===== src/rtl/pc_pkg.sv =====
// Shared definitions for the program-counter / return-stack slice.
package pc_pkg;

    localparam int ADDR_W_DEF = 11;
    localparam int OFF_W_DEF  = 8;

    typedef logic [2:0] op_t;

    localparam op_t OP_NEXT = 3'd0;
    localparam op_t OP_JMP  = 3'd1;
    localparam op_t OP_BRR  = 3'd2;
    localparam op_t OP_CALL = 3'd3;
    localparam op_t OP_RET  = 3'd4;

endpackage


===== src/rtl/pc_stack_unit_if.sv =====
// Control/status bundle between the fetch/decode side and the PC unit.
interface pc_stack_unit_if
    import pc_pkg::*;
#(
    parameter int ADDR_W      = ADDR_W_DEF,
    parameter int OFF_W       = OFF_W_DEF,
    parameter int STACK_DEPTH = 8
);
    logic                         adv;
    op_t                          op;
    logic [ADDR_W-1:0]            target;
    logic [OFF_W-1:0]             offset;
    logic                         clr_err;
    logic [ADDR_W-1:0]            pc;
    logic [$clog2(STACK_DEPTH):0] depth;
    logic                         stk_full;
    logic                         stk_empty;
    logic                         err_ovf;
    logic                         err_unf;

    modport master (
        output adv, op, target, offset, clr_err,
        input  pc, depth, stk_full, stk_empty, err_ovf, err_unf
    );

    modport slave (
        input  adv, op, target, offset, clr_err,
        output pc, depth, stk_full, stk_empty, err_ovf, err_unf
    );

endinterface


===== src/rtl/pc_ret_stack.sv =====
// LIFO of return addresses; push while full and pop while empty are ignored.
module pc_ret_stack
    import pc_pkg::*;
#(
    parameter int ADDR_W      = ADDR_W_DEF,
    parameter int STACK_DEPTH = 8
) (
    input  logic                         clk,
    input  logic                         rst,
    input  logic                         push,
    input  logic                         pop,
    input  logic [ADDR_W-1:0]            din,
    output logic [ADDR_W-1:0]            top,
    output logic [$clog2(STACK_DEPTH):0] depth,
    output logic                         full,
    output logic                         empty
);
    localparam int PW = $clog2(STACK_DEPTH);
    localparam int DW = PW + 1;

    logic [ADDR_W-1:0] mem [STACK_DEPTH];
    logic [DW-1:0]     depth_q;
    logic [DW-1:0]     depth_m1;
    logic              do_push;
    logic              do_pop;

    assign full     = (depth_q == DW'(STACK_DEPTH));
    assign empty    = (depth_q == '0);
    assign do_push  = push && !full;
    assign do_pop   = pop && !empty && !do_push;
    assign depth_m1 = depth_q - DW'(1);
    assign top      = mem[depth_m1[PW-1:0]];
    assign depth    = depth_q;

    always_ff @(posedge clk or negedge rst) begin
        if (!rst) begin
            depth_q <= '0;
        end else if (do_push) begin
            depth_q <= depth_q + DW'(1);
        end else if (do_pop) begin
            depth_q <= depth_m1;
        end
    end

    // Entries carry no reset: contents are meaningless until pushed.
    always_ff @(posedge clk) begin
        if (do_push) begin
            mem[depth_q[PW-1:0]] <= din;
        end
    end

endmodule


===== src/rtl/pc_stack_unit.sv =====
// Program counter with sequential/jump/branch/call/return and sticky stack errors.
module pc_stack_unit
    import pc_pkg::*;
#(
    parameter int               ADDR_W      = ADDR_W_DEF,
    parameter int               OFF_W       = OFF_W_DEF,
    parameter int               STACK_DEPTH = 8,
    parameter logic [ADDR_W-1:0] RESET_VEC  = '0
) (
    input  logic            clk,
    input  logic            rst,
    pc_stack_unit_if.slave  bus
);
    logic [ADDR_W-1:0]            pc_q;
    logic [ADDR_W-1:0]            pc_nxt;
    logic [ADDR_W-1:0]            pc_inc;
    logic [ADDR_W-1:0]            pc_brr;
    logic [ADDR_W-1:0]            off_ext;
    logic [ADDR_W-1:0]            stk_top;
    logic [$clog2(STACK_DEPTH):0] stk_depth;
    logic                         stk_full;
    logic                         stk_empty;
    logic                         push;
    logic                         pop;
    logic                         set_ovf;
    logic                         set_unf;
    logic                         err_ovf_q;
    logic                         err_unf_q;

    assign off_ext = {{(ADDR_W-OFF_W){bus.offset[OFF_W-1]}}, bus.offset};
    assign pc_inc  = pc_q + ADDR_W'(1);
    assign pc_brr  = pc_q + off_ext;

    always_comb begin
        pc_nxt  = pc_q;
        push    = 1'b0;
        pop     = 1'b0;
        set_ovf = 1'b0;
        set_unf = 1'b0;
        if (bus.adv) begin
            case (bus.op)
                OP_JMP:  pc_nxt = bus.target;
                OP_BRR:  pc_nxt = pc_brr;
                OP_CALL: begin
                    if (stk_full) begin
                        pc_nxt  = pc_inc;
                        set_ovf = 1'b1;
                    end else begin
                        pc_nxt = bus.target;
                        push   = 1'b1;
                    end
                end
                OP_RET: begin
                    if (stk_empty) begin
                        pc_nxt  = pc_inc;
                        set_unf = 1'b1;
                    end else begin
                        pc_nxt = stk_top;
                        pop    = 1'b1;
                    end
                end
                default: pc_nxt = pc_inc;
            endcase
        end
    end

    pc_ret_stack #(
        .ADDR_W      (ADDR_W),
        .STACK_DEPTH (STACK_DEPTH)
    ) u_stack (
        .clk   (clk),
        .rst   (rst),
        .push  (push),
        .pop   (pop),
        .din   (pc_inc),
        .top   (stk_top),
        .depth (stk_depth),
        .full  (stk_full),
        .empty (stk_empty)
    );

    // Setting an error outranks clearing it in the same cycle.
    always_ff @(posedge clk or negedge rst) begin
        if (!rst) begin
            pc_q      <= RESET_VEC;
            err_ovf_q <= 1'b0;
            err_unf_q <= 1'b0;
        end else begin
            pc_q      <= pc_nxt;
            err_ovf_q <= set_ovf | (err_ovf_q & ~bus.clr_err);
            err_unf_q <= set_unf | (err_unf_q & ~bus.clr_err);
        end
    end

    assign bus.pc        = pc_q;
    assign bus.depth     = stk_depth;
    assign bus.stk_full  = stk_full;
    assign bus.stk_empty = stk_empty;
    assign bus.err_ovf   = err_ovf_q;
    assign bus.err_unf   = err_unf_q;

endmodule


===== src/flat_wrapper.sv =====
// flat-port wrapper written by rule: the top's interface ports become plain ports
module pc_stack_unit_flat import pc_pkg::*;
#(
    parameter int               ADDR_W      = ADDR_W_DEF,
    parameter int               OFF_W       = OFF_W_DEF,
    parameter int               STACK_DEPTH = 8,
    parameter logic [ADDR_W-1:0] RESET_VEC  = '0
)
  (clk, rst, bus_adv, bus_op, bus_target, bus_offset, bus_clr_err, bus_pc, bus_depth, bus_stk_full, bus_stk_empty, bus_err_ovf, bus_err_unf);
  pc_stack_unit_if #(.ADDR_W(ADDR_W), .OFF_W(OFF_W), .STACK_DEPTH(STACK_DEPTH)) bus_i ();
  input  logic clk;
  input  logic rst;
  input wire logic [$bits(bus_i.adv)-1:0] bus_adv;
  input wire logic [$bits(bus_i.op)-1:0] bus_op;
  input wire logic [$bits(bus_i.target)-1:0] bus_target;
  input wire logic [$bits(bus_i.offset)-1:0] bus_offset;
  input wire logic [$bits(bus_i.clr_err)-1:0] bus_clr_err;
  output wire logic [$bits(bus_i.pc)-1:0] bus_pc;
  output wire logic [$bits(bus_i.depth)-1:0] bus_depth;
  output wire logic [$bits(bus_i.stk_full)-1:0] bus_stk_full;
  output wire logic [$bits(bus_i.stk_empty)-1:0] bus_stk_empty;
  output wire logic [$bits(bus_i.err_ovf)-1:0] bus_err_ovf;
  output wire logic [$bits(bus_i.err_unf)-1:0] bus_err_unf;
  assign bus_i.adv = bus_adv;
  assign bus_i.op = bus_op;
  assign bus_i.target = bus_target;
  assign bus_i.offset = bus_offset;
  assign bus_i.clr_err = bus_clr_err;
  assign bus_pc = bus_i.pc;
  assign bus_depth = bus_i.depth;
  assign bus_stk_full = bus_i.stk_full;
  assign bus_stk_empty = bus_i.stk_empty;
  assign bus_err_ovf = bus_i.err_ovf;
  assign bus_err_unf = bus_i.err_unf;
  pc_stack_unit #(.ADDR_W(ADDR_W), .OFF_W(OFF_W), .STACK_DEPTH(STACK_DEPTH), .RESET_VEC(RESET_VEC)) u_core (.clk(clk), .rst(rst), .bus(bus_i));
endmodule

===== config.mk =====
export PLATFORM = sky130hd
export DESIGN_NAME = pc_stack_unit_flat
export DESIGN_NICKNAME = d
export VERILOG_FILES = /design/src/rtl/pc_pkg.sv /design/src/rtl/pc_stack_unit_if.sv /design/src/rtl/pc_ret_stack.sv /design/src/rtl/pc_stack_unit.sv /design/src/flat_wrapper.sv
export SDC_FILE = /design/constraint.sdc
export NUM_CORES = 1
export LEC_CHECK = 0
export CAP_MARGIN = 20
export CORE_ASPECT_RATIO = 0.7
export CORE_MARGIN = 3
export CORE_UTILIZATION = 52
export CTS_CLUSTER_SIZE = 40
export DETAILED_ROUTE_END_ITERATION = 16
export GPL_TIMING_DRIVEN = 0
export PLACE_DENSITY = 0.76
export RECOVER_POWER = 25
export SLEW_MARGIN = 20
export SYNTH_ARGS = -nofsm -noshare
export SYNTH_HDL_FRONTEND = slang
export SYNTH_HIERARCHICAL = 1
export SYNTH_SLANG_ARGS = --single-unit

===== constraint.sdc =====
create_clock -name clk -period 3.25 [get_ports clk]
set_input_delay 0.4875 -clock clk [delete_from_list [all_inputs] [get_ports clk]]
set_output_delay 0.4875 -clock clk [all_outputs]
set_load 0.005 [all_outputs]

==> summary.md, run 1 <==
| Metric | Value |
|---|---|
| First-pass GRT wire length | `around 19000 um` |
| Slowest CP cell | `nor4b_4` |
| Top delay family on crit path | `buffers and inverters` |
| TritonCTS buffer count | `9` |
| Post-route design area | `about 0.0062 sq mm` |
| P&R area growth vs syn | `19.41%` |
| Overflow after GRT | `0` |
| Ports | `45` |
| PortBufs | `44` |
| Die area | `0.01128 sq mm` |
| Routability cong. | `0.8894` |
| Max-cap violations | `0` |
| Min-delay src | `u_core/bus.err_unf` |
| R2R setup slack | `0.14 ns` |
| Multi-input logic area | `a little over 0.002 sq mm` |
| CTS Buffer Depth | `2` |
| Layout Nets | `around 460` |
| Hold_buf cts | `0` |
| Clock Tree Root | `clkbuf_16` |
| DRC violations left | `0` |
| Largest net degree at the start of global routing | `19` |
| GRT Resource Usage Total | `0.2254` |
| Via density | `between 6 and 7` |
| Average wire per standard cell | `~23 um` |
| Pre-CTS setup slack | `-0.5902 ns` |
| Bufs and invs on worst path | `4` |
| Syn_nets | `slightly below 400` |
| Fin crit share | `0.9555` |
| Share of layout cells above drive strength 1 | `0.1857` |
| Met1 usage | `0.3536` |
| P_leak | `0.002191 uW` |
| Synth area leaders | `edfxtp_1, dfrtp_1, mux4_2` |
| Vias in the first global route | `between 3000 and 4000` |
| Main synth FF type | `edfxtp_1` |
| RSZ-0062 raised after global routing | `yes` |
| N_diodes | `0` |
| R2R Path End | `u_core/u_stack/depth[0]` |
| Core area | `between 0.009 and 0.01 sq mm` |
| WHS | `0.5456 ns` |
| Fillers | `660` |
| Wirelength, routed | `12350 um` |
| GRT met2 Usage | `0.3283` |
| Worst Tran Pin Value | `slightly below 0.9 ns` |
| Clock transition at the registers of the reported paths | `about 0.06 ns` |
| FF+latch count, synth | `approximately 110` |
| Mapped Cells | `358` |
| Fin cells | `~540` |
| TritonCTS clock tree | `built` |
| Status | `complete, no violations` |
| # setup viols final | `0` |
| Final min period | `3.105 ns` |
| Worst setup SP type | `flip-flop` |
| Hold worst-path end | `u_core/bus.err_unf` |
| H-tree depth | `3` |
| Synth async-reset ratio | `0.1619` |
| Row count | `29` |
| Starting Density | `0.5548` |
| Final WS setup | `0.1446 ns` |
| Worst hold path type | `flip-flop to flip-flop` |
| Syn Std Cell Area | `roughly 0.0052 sq mm` |
| Hold Path Cell Cnt | `2` |
| Kind of critical path | `flip-flop to flip-flop` |
| Number of cells after detailed placement | `around 530` |
| Worst-path maximum fanout | `10` |
| Synth warnings | `6` |
| Reg2reg start | `u_core/u_stack/depth[0]` |
| Rel. slew slack | `0.4190` |
| Pwr per Cell Area | `~850 mW/mm^2` |
| Synthesized area per cell | `14.56 sq um` |
| Busiest grt layer | `met1` |
| Leading area contributor after synthesis | `edfxtp_1` |
| Vias post-DR | `around 3500` |
| Die W | `around 130 um` |
| Setup TNS | `0 ns` |
| Register Area | `a little over 0.003 sq mm` |
| Worst VDD drop | `between 0.0005 and 0.0006 V` |
| First-pass DRT Iterations | `5` |
| Arr. time, crit path | `between 3 and 4 ns` |
| CP max stage delay | `around 0.40 ns` |
| DR iter-0 viols | `430` |
| Post-DP HPWL | `8538 um` |
| Cells on worst reg2reg path | `12` |
| Setup Skew | `0.006967 ns` |
| Initial antenna violation count | `0` |
| Number of synthesized flops with an enable pin | `slightly below 90` |
| Placed cell areas | `between 0.005 and 0.006 sq mm` |
| Sequential element share of the synthesized area | `0.5884` |
| Cell Chain, Critical Path | `buf_6, inv_1, ha_1, nand2b_2, nor2_1, nor4b_4, clkbuf_2, and2_1, clkbuf_1, mux2_2, o22ai_1, xnor2_1` |
| Final Hold Vio Count | `0` |
| CTS sink count | `~110` |
| Pins Over Slew Limit | `0` |
| Final ANT Viol Nets | `0` |
| Netlist cell types | `57` |
| Worst endpoint required time | `~3.5 ns` |
| Synth top area share | `0.5068` |
| Clk_lat worst skew | `roughly 0.34 ns` |
| CP endpoint kind | `flip-flop` |
| F_max | `around 0.32 GHz` |
| Die H | `about 90 um` |
| Met3 Use GR | `0.04206` |
## Yosys cell counts (3+ instances only)
cell,instances
a2111oi_0,3
a21oi_1,19
a221o_1,5
a221oi_1,8
a22oi_1,3
and3_1,6
buf_2,4
clkbuf_1,11
dfrtp_1,17
edfxtp_1,88
ha_1,13
inv_1,13
mux2_2,5
mux2_4,9
mux4_1,6
mux4_2,16
nand2_1,10
nand3_1,7
nor2_1,28
nor2b_1,4
nor3_1,10
o211ai_1,3
o21ai_0,7
o22ai_1,4
xnor2_1,9
xor2_1,7
## cell usage in the layout, fill, tap and decap left out, types with 3 or more instances in the layout
cell type	n
a221o_1	5
a21oi_1	19
dlygate4sd3_1	8
nand3_1	7
nand2_1	10
nor2b_1	4
o211ai_1	3
mux4_1	6
o22ai_1	4
mux2_4	9
dfrtp_1	16
clkdlybuf4s50_1	36
inv_1	13
edfxtp_1	88
clkbuf_16	9
and3_2	3
ha_1	13
o21ai_0	7
buf_4	5
mux2_2	5
a221oi_1	7
buf_2	3
xor2_1	7
nor2_1	25
mux4_2	16
a22oi_1	3
clkbuf_1	6
xnor2_1	9
nor3_1	10
## cells by family (layout without fill, tap and decap cells)
kind of cell | count (synthesis) | count (layout) | synth area share
buffers and inverters | 32 | 94 | 0.02928
DFF | 105 | 105 | 0.5884
and+or+nand+nor | 79 | 79 | 0.07823
xor gates and xnor gates | 16 | 16 | 0.02688
muxes | 37 | 37 | 0.1380
adders and majority gates | 14 | 14 | 0.03504
AOI/OAI and AO/OA | 75 | 75 | 0.1041
## cell type report
cell class              count  area share
inverters                  14    0.008441
plain buffers              17     0.01909
clock inverters             7     0.01628
repair buffers             47     0.07436
multi-input cells         221      0.3278
well taps                 124     0.02492
flip-flops and latches    105      0.4930
clock buffers               9     0.03617
## sequential cells by signal, summed over array words and instances, names as in the netlist
register / flops
u_core/u_stack/mem: 88
u_core/bus.err_ovf: 1
u_core/bus.err_unf: 1
u_core/bus.pc: 11
u_core/u_stack/depth: 4
## what timing repair did
item / in CTS / in global routing
pin swaps: 0 / 1
resized for setup: 18 / 7
gates cloned: 0 / 0
setup buffers: 1 / 2
setup endpoints to repair: 88 / 72
## layer usage
| metal | vias up | share of wire |
|---|---|---|
| met2 | 168 | 0.45 |
| met3 | 19 | 0.070 |
| met5 | - | 0 |
| met4 | 0 | 0.013 |
| li1 | 1541 | - |
| met1 | 1760 | 0.46 |
## worst max path at each step
stage                                  startpoint                        to  slack (ns)  cells past startpoint
after global placement    u_core/u_stack/depth[0]  u_core/u_stack/mem[3][2]       -0.63                     10
after CTS                 u_core/u_stack/depth[0]         u_core/bus.pc[10]        0.08                     11
after detailed placement  u_core/u_stack/depth[0]         u_core/bus.pc[10]       -0.59                     11
after global routing      u_core/u_stack/depth[0]   u_core/u_stack/depth[0]      -0.009                     12
final                     u_core/u_stack/depth[0]   u_core/u_stack/depth[0]        0.14                     12
after floorplan           u_core/u_stack/depth[0]         u_core/bus.pc[10]        0.15                     11
## report_power, final
part / internal [uW] / switching (uW)
Combinational: 1090 / 1180
Clock: 683 / 482
Sequential: 1740 / 111
Total: 3500 / 1780
## per-stage QoR
stage                     total power (uW)    util
after floorplan                       3378       -
after global placement                3977  0.6182
after detailed placement              4063  0.6187
after CTS                             5288  0.6593
after global routing                  5549  0.6625
final                                 5279  0.6625
## worst reg2reg max path, cell delays in order, from the launching register on
cell and delay, ns:
dfrtp_1 0.36, buf_6 0.18, inv_1 0.14, ha_1 0.32, nand2b_2 0.21, nor2_1 0.13, nor4b_4 0.40, clkbuf_2 0.32
and2_1 0.16, clkbuf_1 0.31, mux2_2 0.23, o22ai_1 0.08, xnor2_1 0.15
No activity file was read; power rests on OpenSTA's default activity.
==> inputs of run 2 (changes only) <==
--- a/config.mk
+++ b/config.mk
@@ -11,8 +11,9 @@
 export CORE_UTILIZATION = 52
 export CTS_CLUSTER_SIZE = 40
 export DETAILED_ROUTE_END_ITERATION = 16
+export GPL_ROUTABILITY_DRIVEN = 0
 export GPL_TIMING_DRIVEN = 0
-export PLACE_DENSITY = 0.76
+export PLACE_DENSITY = 0.77
 export RECOVER_POWER = 25
 export SLEW_MARGIN = 20
 export SYNTH_ARGS = -nofsm -noshare
==> constraint.sdc (replaced) <==
create_clock -name clk -period 3.25 [get_ports clk]
set_input_delay 0.4875 -clock clk [delete_from_list [all_inputs] [get_ports clk]]
set_output_delay 0.4875 -clock clk [all_outputs]
set_load 0.01 [all_outputs]
==> run 2 against run 1 <==
Net effect:
- sequential power barely moved
- sequential share of layout area barely moved
- fmax decreased by 1.3%
- clock-buffer cell count grew 1
- routed wire length is 4.0% lower
- critical endpoint is now u_core/bus.pc[6]
- register-to-register slack lost 0.04 ns
- setup slack lost 0.042 ns
- die area did not move
- total power is 3.3% lower
==> summary.md, run 2 (synthesis results as in run 1) <==
| Metric | Value |
|---|---|
| Share of layout cells above drive strength 1 | `0.1981` |
| CP endpoint kind | `flip-flop` |
| P&R area growth vs syn | `19.46%` |
| Status | `complete, no violations` |
| Largest net degree at the start of global routing | `18` |
| P_int | `about 3300 uW` |
| CTS sink count | `~110` |
| F_max | `~0.32 GHz` |
| Combinational fraction of design power | `0.442` |
| Wirelength, routed | `roughly 12000 um` |
| Slowest CP cell | `a2111oi_0` |
| Final WS setup | `about 0.10 ns` |
| Pre-CTS setup slack | `-0.5317 ns` |
| Clock share of power | `0.196` |
| TritonCTS buffer count | `9` |
| N_diodes | `0` |
| Largest register FFs | `a little under 90` |
| Final Hold Vio Count | `0` |
| Worst VDD drop | `between 0.0004 and 0.0005 V` |
| Post-route design area | `0.006228 sq mm` |
| Ports | `45` |
| Clock Tree Root | `clkbuf_16` |
| Via density | `6.255` |
| DR iter-0 viols | `between 300 and 400` |
| Final min period | `3.148 ns` |
| Met2 routed WL | `5296 um` |
| Kind of critical path | `flip-flop to flip-flop` |
| Sequential Power Share | `0.362` |
| Fin crit share | `0.9686` |
| GRT Resource Usage Total | `0.2201` |
| Arr. time, crit path | `3.36 ns` |
| # setup viols final | `0` |
| Pwr per Cell Area | `about 820 mW/mm^2` |
| P_leak | `roughly 0.0022 uW` |
| Initial antenna violation count | `0` |
| Most frequent cells in the layout | `edfxtp_1, clkdlybuf4s50_1, nor2_1` |
| Top delay family on crit path | `buffers and inverters` |
| H-tree depth | `3` |
| Register Area | `0.003069 sq mm` |
| Die area | `approximately 0.011 sq mm` |
| Multi-input logic area | `0.002051 sq mm` |
| Die W | `125.7 um` |
| Cell Chain, Critical Path | `buf_6, inv_1, ha_1, buf_2, clkbuf_4, mux4_2, mux2_4, a221o_1, a2111oi_0, nor3_1` |
| Setup Skew | `roughly 0.0064 ns` |
| Worst endpoint required time | `~3.5 ns` |
| CP max stage delay | `between 0.4 and 0.5 ns` |
| Placed cell areas | `0.005814 sq mm` |
| Most common cell after layout, fill and taps aside | `edfxtp_1` |
| PortBufs | `44` |
| Vias post-DR | `approximately 3400` |
| Bufs and invs on worst path | `4` |
| Worst Tran Pin Value | `0.8626 ns` |
| Sw Pwr | `~1800 uW` |
| Setup TNS | `0 ns` |
| Clock transition at the registers of the reported paths | `0.07 ns` |
| Worst-path maximum fanout | `10` |
| CTS Buffer Depth | `2` |
| DRC violations left | `0` |
| Pins Over Slew Limit | `0` |
| Row count | `29` |
| Highest routed layer | `met4` |
| DRT met1 WL | `~5600 um` |
| Vias in the first global route | `approximately 3400` |
| Starting Density | `0.5548` |
| Average wire per standard cell | `21.63 um` |
| Overflow after GRT | `0` |
| Rel. slew slack | `0.4230` |
| TritonCTS clock tree | `built` |
| Max-cap violations | `0` |
| RSZ-0062 raised after global routing | `no` |
| Clk_lat worst skew | `0.35 ns` |
| Fillers | `between 600 and 700` |
| Worst setup SP type | `flip-flop` |
| Worst hold path type | `flip-flop to flip-flop` |
| First-pass GRT wire length | `approximately 19000 um` |
| Hold_buf cts | `0` |
| Layout Nets | `roughly 460` |
| Core area | `approximately 0.0094 sq mm` |
| Final ANT Viol Nets | `0` |
| Sw Ratio | `0.3460` |
| Metal3 WL | `between 800 and 900 um` |
| Die H | `89.78 um` |
| Post-DP HPWL | `~8300 um` |
| First-pass DRT Iterations | `5` |
-- run 2: cell types whose count changed in the layout (fill, tap and decap cells not counted), sizes merged --
cell           delta
inv               -1
buf               +5
clkinvlp          +2
dlygate4sd3       +1
clkdlybuf4s50     -1
bufinv            -2
-- run 2: final timing paths --
path,from,end,slack (ns),cells after the start
worst max-delay path,u_core/u_stack/depth[0],u_core/bus.pc[6],0.10,10
worst min-delay path,u_core/bus.err_ovf,u_core/bus.err_ovf,0.53,2
max in group asynchronous,rst,u_core/u_stack/depth[0],1.97,1
worst min register to register,u_core/bus.err_ovf,u_core/bus.err_ovf,0.53,2
min in group asynchronous,rst,u_core/u_stack/depth[2],0.70,1
worst max register to register,u_core/u_stack/depth[0],u_core/bus.pc[6],0.10,10
-- run 2: metrics by stage --
step / hold slack (ns) / instances / total power [uW] / util
4_1_cts: 0.5368 / 546 / 5109 / 0.6573
5_1_grt: 0.5605 / 548 / 5356 / 0.6628
3_5_place_dp: 0.5281 / 526 / 4069 / 0.6187
2_1_floorplan: 0.1919 / 358 / 3406 / -
3_3_place_gp: 0.5245 / 526 / 4007 / 0.6182
6_report: 0.5318 / 548 / 5103 / 0.6628
-- run 2: area by class of cell --
cell class	instances	share of cell area
inverter	14	0.008437
multi-input combinational	221	0.3292
tap	124	0.02491
buffer	16	0.01868
timing repair buffer	52	0.08236
sequential	105	0.4928
clock buffer	10	0.03676
clock inverter	6	0.006830
-- run 2: routing by layer --
layer	global-route usage	vias to the layer above
li1	-	1542
met1	0.3486	1726
met2	0.3127	151
met3	0.05154	9
met4	0.04422	0
met5	0	-
-- run 2: worst reg2reg max path: cells and delay by family (launching register included) --
kind / cells / cell delay (ns)
flip-flops: 1 / 0.41
AO/OA/AOI/OAI: 2 / 0.78
multiplexers: 2 / 0.60
AND/OR/NAND/NOR: 1 / 0.10
buffers and inverters: 4 / 0.81
adder cells (fa/ha/maj): 1 / 0.30
-- run 2: repair_timing --
action | in CTS | in global routing
endpoints found under the setup margin | 86 | 88
buffers inserted | 5 | 3
pin swaps | 2 | 1
gates resized for setup | 16 | 13
-- run 2: power groups by stage --
stage	clock, uW	combinational [uW]	sequential, uW
2_1_floorplan	0	1530	1880
3_3_place_gp	0	2140	1870
3_5_place_dp	0	2200	1870
4_1_cts	1020	2240	1850
5_1_grt	1060	2430	1870
6_report	998	2260	1850
==> inputs of run 3 (changes only) <==
--- a/config.mk
+++ b/config.mk
@@ -6,7 +6,7 @@
 export NUM_CORES = 1
 export LEC_CHECK = 0
 export CAP_MARGIN = 20
-export CORE_ASPECT_RATIO = 0.7
+export CORE_ASPECT_RATIO = 1.5
 export CORE_MARGIN = 3
 export CORE_UTILIZATION = 52
 export CTS_CLUSTER_SIZE = 40
==> run 3 against run 2 <==
Net effect:
- register-to-register slack better by 0.03 ns
- critical endpoint unchanged
- first-iteration DRC count decreased by 30%
- sequential power is essentially flat
- largest power group unchanged
- critical path depth unchanged
- total power up 0.37%
- die area hardly changed
- global-route usage up 0.12 points
==> summary.md, run 3 (synthesis results as in run 1) <==
| Metric | Value |
|---|---|
| Status | `complete, no violations` |
| RSZ-0062 raised after global routing | `no` |
| Rel. slew slack | `0.4257` |
| P&R area growth vs syn | `18.60%` |
| CP endpoint kind | `flip-flop` |
| N_diodes | `0` |
| WHS | `0.5406 ns` |
| Clock transition at the registers of the reported paths | `~0.070 ns` |
| Overflow after GRT | `0` |
| Cells on worst reg2reg path | `10` |
| Clk_lat worst skew | `about 0.35 ns` |
| Post-DP HPWL | `8440 um` |
| Vias post-DR | `3390` |
| Kind of critical path | `flip-flop to flip-flop` |
| Die W | `87.76 um` |
| Number of cells after detailed placement | `between 500 and 600` |
| GRT Resource Usage Total | `0.2213` |
| Hold_buf cts | `0` |
| Most frequent cells in the layout | `edfxtp_1, clkdlybuf4s50_1, nor2_1` |
| Pins Over Slew Limit | `0` |
| Max-cap violations | `0` |
| Average wire per standard cell | `around 22 um` |
| Via density | `approximately 6.4` |
| Fin cells | `about 530` |
| Vias in the first global route | `3454` |
| Wirelength, routed | `around 12000 um` |
| Pwr per Cell Area | `slightly above 800 mW/mm^2` |
| Reg2reg start | `u_core/u_stack/depth[0]` |
| Clock Tree Root | `clkbuf_16` |
| Starting Density | `0.5351` |
| Final ANT Viol Nets | `0` |
| Final Hold Vio Count | `0` |
| Worst endpoint required time | `between 3 and 4 ns` |
| H-tree depth | `3` |
| Fin crit share | `0.9604` |
| Most common cell after layout, fill and taps aside | `edfxtp_1` |
| First-pass GRT wire length | `~18000 um` |
| Layout Nets | `452` |
| Pre-CTS setup slack | `-0.5746 ns` |
| TritonCTS clock tree | `built` |
| Setup TNS | `0 ns` |
| DRC violations left | `0` |
| Final min period | `roughly 3.1 ns` |
| Largest net degree at the start of global routing | `19` |
| Setup Skew | `0.01064 ns` |
| Share of layout cells above drive strength 1 | `0.1871` |
| F_max | `~0.32 GHz` |
| Arr. time, crit path | `3.33 ns` |
| Crit. Startpoint | `u_core/u_stack/depth[0]` |
| Worst-path maximum fanout | `10` |
| TritonCTS buffer count | `9` |
| CTS Buffer Depth | `2` |
| Worst VDD drop | `~0.00035 V` |
| First-pass DRT Iterations | `4` |
| Row count | `44` |
| R2R setup slack | `approximately 0.13 ns` |
| DR iter-0 viols | `277` |
| CTS sink count | `approximately 110` |
| Worst setup endpoint | `u_core/bus.pc[6]` |
| # setup viols final | `0` |
| Final WS setup | `around 0.13 ns` |
| Largest register FFs | `about 90` |
| Die area | `0.01129 sq mm` |
| Core area | `0.009744 sq mm` |
| R2R Path End | `u_core/bus.pc[6]` |
| Worst setup SP type | `flip-flop` |
| Die H | `approximately 130 um` |
| Initial antenna violation count | `0` |
| PortBufs | `44` |
| Worst hold path type | `flip-flop to flip-flop` |
| Ports | `45` |
| P_leak | `approximately 0.0021 uW` |
| Worst Tran Pin Value | `0.8586 ns` |
run 3: worst max-delay path, stage by stage (launching register included):
cell and delay [ns]:
dfrtp_2 0.43, buf_8 0.18, clkinvlp_4 0.13, ha_1 0.30, clkbuf_4 0.19, buf_2 0.29
mux4_2 0.34, mux2_4 0.27, a221o_1 0.33, a2111oi_0 0.44, nor3_1 0.10
run 3: stage by stage:
step / area (sq um) / utilization / power (uW)
3_3_place_gp: 5798 / 0.5950 / 3948
2_1_floorplan: 5214 / - / 3406
3_5_place_dp: 5798 / 0.5950 / 4022
4_1_cts: 6137 / 0.6298 / 5099
5_1_grt: 6183 / 0.6346 / 5380
6_report: 6183 / 0.6346 / 5122
run 3: worst min path at each step:
stage	startpoint	end	slack, ns	cells after the start
after floorplan	rst	u_core/bus.err_ovf	0.19	0
after global placement	u_core/bus.err_ovf	u_core/bus.err_ovf	0.52	2
after detailed placement	u_core/bus.err_ovf	u_core/bus.err_ovf	0.54	2
after CTS	u_core/bus.err_ovf	u_core/bus.err_ovf	0.55	2
after global routing	u_core/bus.err_ovf	u_core/bus.err_ovf	0.58	2
final	u_core/bus.err_ovf	u_core/bus.err_ovf	0.54	2
run 3: layer usage:
layer	wire [um]	global-route usage	vias up
met1	4370	0.2459	1722
met4	253	0.09846	0
met5	0	0	-
met3	503	0.03011	20
met2	6809	0.4107	122
li1	-	-	1526
run 3: layout make-up:
type / count / area, sq um
well taps: 115 / 143.9
multi-input cells: 221 / 2063
flip-flops and latches: 105 / 3069
plain buffers: 16 / 122.6
inverters: 14 / 56.30
repair buffers: 45 / 447.9
fillers: 685 / 3561
clock buffers: 9 / 225.2
clock inverters: 7 / 55.05
run 3: repair_timing:
action	CTS	global route
hold endpoints to repair	0	0
setup endpoints to repair	86	91
gates resized for setup	21	13
setup buffers	0	1
run 3: power by group:
part           internal [uW]  switching, uW
registers               1740            119
logic                   1100           1160
clock network            526            478
total                   3360           1760
==> variant 1, RTL diff (settings of run 2) <==
`ADDR_W_DEF`: 11 -> 9.
--- a/src/rtl/pc_pkg.sv
+++ b/src/rtl/pc_pkg.sv
@@ -1,7 +1,7 @@
 // Shared definitions for the program-counter / return-stack slice.
 package pc_pkg;
 
-    localparam int ADDR_W_DEF = 11;
+    localparam int ADDR_W_DEF = 9;
     localparam int OFF_W_DEF  = 8;
 
     typedef logic [2:0] op_t;
Ports: changed (resized bus_pc and bus_target); port bits go from 45 to 41. The function was not compared with the original's and may differ.
==> variant 1 against run 2 <==
  * First-iteration DRC count fell by 42%
  * Critical path depth fell by 2
  * Worst setup slack improved by 0.033 ns
  * Critical endpoint is now bus_stk_empty
  * Synthesized cell count fell by 17%
  * Wire length fell by 17%
  * Clock power fell by 11%
  * Sequential share of layout area fell by 0.13 points
  * Power fell by 17%
  * Largest power group unchanged
  * Sequential cell count fell by 18
  * Synthesized area fell by 17%
  * Final area fell by 17%
  * Highest routed layer unchanged
==> variant 1: results (changes against run 2) <==
GRT
  – Gr usage total: 22.0% (about the same)
  – Largest net degree at the start of global routing: 16 (was 18)
  – First-pass GRT wire length: 15100 um (was 19000 um)

Cells and area
  – Fill cells: 591 (was 649)
  – Final #Nets: 384 (was 459)
  – Layout cells sized above 1: 17.3% (was 19.8%)

STA
  – Relative slew slack: 47.1% (was 42.3%)
  – Worst hold slack: 0.536 ns (was 0.532 ns)
  – Clock Skew: 0.00626 ns (was 0.00641 ns)

Power and ir drop
  – Peak supply drop: 0.467 mV (was 0.500 mV)
  – Leakage: 1.84 nW (was 2.19 nW)

Setup path
  – Max incr delay on CP: 0.61 ns (was 0.44 ns)
  – Critical path arrival: 2.63 ns (was 3.36 ns)
  – Reg-to-reg critical path endpoint: u_core/bus.pc[8]$_DFFE_PN0P_ (was u_core/bus.pc[6]$_DFFE_PN0P_)

Placed design
  – Port bufs: 39 (was 44)
  – DP Worst Slack: -0.366 ns (was -0.532 ns)
  – HPWL Detailed: 6920 um (was 8290 um)

Synthesis
  – Post-synth EDFFs: 72 (was 88)
  – Syn nets: 334 (was 398)
  – Seq/Total Area, Yosys: 58.5% (was 58.8%)
  – Async SR Flop Fraction: 17.2% (was 16.2%)
  – Synth top area cells: edfxtp_1, dfrtp_1, mux4_2 (unchanged)

CTS
  – Clock latency on the worst-skew pair: 0.33 ns (was 0.35 ns)
  – Post-CTS setup buffer count: 1 (was 5)

Drt
  – Initial DRC count: 231 (was 398)
  – DR vias: 2796 (was 3428)
  – Drt first pass iters: 4 (was 5)

Run status
  – Outcome: finished clean (unchanged)
-- variant 1: kinds of logic (layout without fill, tap and decap cells) --
logic type	count (synthesis)	count (layout)	share of synthesized area, %
AOI/OAI and AO/OA	57	57	9.46
xor gates and xnor gates	14	14	3.26
and+or+nand+nor	67	67	7.56
DFF	87	87	58.5
muxes	33	33	14.4
buffers and inverters	28	83	3.23
adders and majority gates	12	12	3.63
-- variant 1: power by group --
part           total, W  switching [W]  leakage [nW]  internal (W)
combinational   0.00181       0.000923         0.895      0.000884
sequential      0.00153       0.000107         0.821       0.00143
clock          0.000888       0.000387         0.120      0.000501
-- variant 1: worst reg2reg max path, cell delays in order (launching register included) --
cell and delay, ns:
dfrtp_1 0.40, buf_6 0.17, buf_6 0.16, inv_1 0.19, ha_4 0.24, nand2b_1 0.07
buf_2 0.17, nor2_2 0.17, nand2_1 0.10, and3b_1 0.17, clkbuf_1 0.25, a221oi_1 0.31
o21ai_0 0.17, o21a_1 0.19, o22a_1 0.19
-- variant 1: worst max-delay path by stage --
stage,from,end,slack (ns),cells after the start
floorplan,u_core/u_stack/depth[0]$_DFFE_PN0P_,u_core/u_stack/depth[1]$_DFFE_PN0P_,0.33,14
global placement,u_core/u_stack/depth[0]$_DFFE_PN0P_,u_core/u_stack/mem[3][3]$_DFFE_PP_,-0.25,11
detailed placement,u_core/u_stack/depth[0]$_DFFE_PN0P_,u_core/u_stack/mem[3][3]$_DFFE_PP_,-0.37,11
CTS,u_core/u_stack/depth[0]$_DFFE_PN0P_,u_core/bus.pc[6]$_DFFE_PN0P_,0.03,10
global route,u_core/u_stack/depth[0]$_DFFE_PN0P_,u_core/bus.pc[8]$_DFFE_PN0P_,-0.04,14
finish,u_core/u_stack/depth[0]$_DFFE_PN0P_,bus_stk_empty,0.14,8
-- variant 1: metal layers --
layer / global-route usage, % / wire length (um) / part of all wire [%] / vias to the layer above
li1: - / - / - / 1267
met1: 31.9 / 4470 / 45 / 1398
met2: 32.2 / 4590 / 46 / 115
met3: 6.26 / 678 / 6.9 / 16
met4: 7.27 / 142 / 1.4 / 0
met5: 0 / 0 / 0 / -
-- variant 1: per-stage QoR --
step | cell area (um2) | instances
after global placement | 4850 | 438
final | 5160 | 454
after detailed placement | 4850 | 438
after floorplan | 4340 | 298
after CTS | 5150 | 455
after global routing | 5160 | 454
-- variant 1: cell type report --
| class | instances | area share [%] |
|---|---|---|
| sequential | 87 | 49.2 |
| buffer | 14 | 1.82 |
| multi-input combinational | 183 | 33.0 |
| clock buffer | 9 | 4.36 |
| inverter | 13 | 0.945 |
| clock inverter | 7 | 0.582 |
| tap | 101 | 2.45 |
| timing repair buffer | 40 | 7.71 |
==> variant 2, RTL diff (flow settings as in run 2) <==
Without the edit above. Reset style: synchronous (`rst`), changed in 2 clocked blocks.
--- a/src/rtl/pc_ret_stack.sv
+++ b/src/rtl/pc_ret_stack.sv
@@ -32,7 +32,7 @@
     assign top      = mem[depth_m1[PW-1:0]];
     assign depth    = depth_q;
 
-    always_ff @(posedge clk or negedge rst) begin
+    always_ff @(posedge clk) begin
         if (!rst) begin
             depth_q <= '0;
         end else if (do_push) begin
--- a/src/rtl/pc_stack_unit.sv
+++ b/src/rtl/pc_stack_unit.sv
@@ -80,7 +80,7 @@
     );
 
     // Setting an error outranks clearing it in the same cycle.
-    always_ff @(posedge clk or negedge rst) begin
+    always_ff @(posedge clk) begin
         if (!rst) begin
             pc_q      <= RESET_VEC;
             err_ovf_q <= 1'b0;
Behaviour: differs if rst is asserted again (counterexample within 4 cycles, from zero or initial values and one cycle with rst low); with rst held inactive, the same outputs for 10 cycles.
==> variant 2 against run 2 <==
  * First-iteration DRC count grew 51%
  * Final area up 0.24%
  * Worst setup slack improved by 0.036 ns
  * Synthesized area shrank 1.6%
  * Wire length increased by 9.6%
  * Sequential share of layout area shrank 1.5 points
  * Sequential cell count did not move
  * Die area shrank 1.5%
  * Critical path type is now reg -> out
  * Critical endpoint is now bus_stk_full
  * Highest routed layer unchanged
Power is not compared: it rests on default switching activity, and its combinational part moved more than twofold at a synthesized area within 25%.
==> variant 2: results (changes against run 2) <==
STA
  – Worst hold slack: 0.482 ns (was 0.532 ns)
  – Relative slew slack: 29.2% (was 42.3%)
  – Final WS setup: 0.139 ns (was 0.102 ns)

Synthesis
  – Netlist cell types: 55 (was 57)
  – Seq/Total Area, Yosys: 58.1% (was 58.8%)
  – Syn nets: 416 (was 398)
  – Synth Area in Compound Gates: 11.4% (was 10.4%)
  – Async SR Flop Fraction: 0% (was 16.2%)
  – Xor/xnor share of the synthesized area: 2.05% (was 2.69%)
  – Post-Synth Adder-Cell Area: 3.56% (was 3.50%)
  – Post-synth top cells: edfxtp_1, nand2_1, mux4_2 (was edfxtp_1, nor2_1, a21oi_1)

Cells and area
  – Final #Nets: 480 (was 459)
  – Layout cells sized above 1: 19.4% (was 19.8%)
  – Fill cells: 635 (was 649)

Hold path
  – Hold Path End: u_core/bus.err_ovf$_SDFF_PN0_ (was u_core/bus.err_ovf$_DFF_PN0_)
  – Hold path start: u_core/bus.err_ovf$_SDFF_PN0_ (was u_core/bus.err_ovf$_DFF_PN0_)

Drt
  – DR WL met2: 5700 um (was 5300 um)
  – Initial DRC count: 599 (was 398)
  – Routed metal-1 wirelength: 5570 um (about the same)
  – Via/cell ratio: 6.64 (was 6.26)
  – Drt wl/cell: 22.9 um (was 21.6 um)
  – DR vias: 3769 (was 3428)
  – Drt first pass iters: 6 (was 5)

GRT
  – M2 GR Usage: 35.0% (was 31.3%)
  – First-pass GRT wire length: 19800 um (was 19000 um)
  – Largest net degree at the start of global routing: 16 (was 18)
  – Gr usage total: 23.6% (was 22.0%)
  – Met1 Track Usage GR: 34.2% (was 34.9%)
  – Vias in the first global route: 3546 (was 3356)

Placed design
  – Placed Area: 5740 um2 (was 5810 um2)
  – Placed cell count: 543 (was 526)
  – HPWL Detailed: 8760 um (was 8290 um)
  – Port bufs: 42 (was 44)
  – DP Worst Slack: -0.599 ns (was -0.532 ns)

Run status
  – Outcome: finished clean (unchanged)

Setup path
  – Worst r2r src: u_core/u_stack/depth[0]$_SDFFE_PN0P_ (was u_core/u_stack/depth[0]$_DFFE_PN0P_)
  – Reg-to-reg critical path endpoint: u_core/u_stack/mem[1][4]$_DFFE_PP_ (was u_core/bus.pc[6]$_DFFE_PN0P_)
  – CP Class: reg -> out (was reg -> reg)
  – R2R setup slack: 0.15 ns (was 0.10 ns)
  – CP endpoint: bus_stk_full (was u_core/bus.pc[6]$_DFFE_PN0P_)

Floorplanning
  – Die Wd: 125 um (was 126 um)
variant 2: changes by cell type after synthesis, sizes merged, moves of 5 or more:
cell,delta
a21oi,-7
a221o,-5
a221oi,-7
a32oi,+5
dfrtp,-17
dfxtp,+17
nand2,+15
nand4,+5
nor2,-11
o21ai,+12
variant 2: area by class of cell:
cell class                 instances  area (um2)  area share, %
buffer                            18        98.8           1.58
tap                              124         155           2.48
sequential                       105        2980           47.8
clock inverter                     3        42.5          0.681
multi-input combinational        242        2100           33.6
timing repair buffer              54         586           9.38
inverter                          10        41.3          0.661
clock buffer                      12         236           3.79
variant 2: critical path, stage by stage, from the launching register on:
cell and delay, ns:
dfxtp_1 0.35, clkbuf_4 0.24, inv_1 0.11, ha_1 0.30
or2b_1 0.36, nor2_1 0.31, clkdlybuf4s50_1 0.61
variant 2: cells by family after synthesis:
kind of cell	after synthesis
and+or+nand+nor	94
adders and majority gates	14
muxes	37
AOI/OAI and AO/OA	85
buffers and inverters	29
DFF	105
xor gates and xnor gates	12
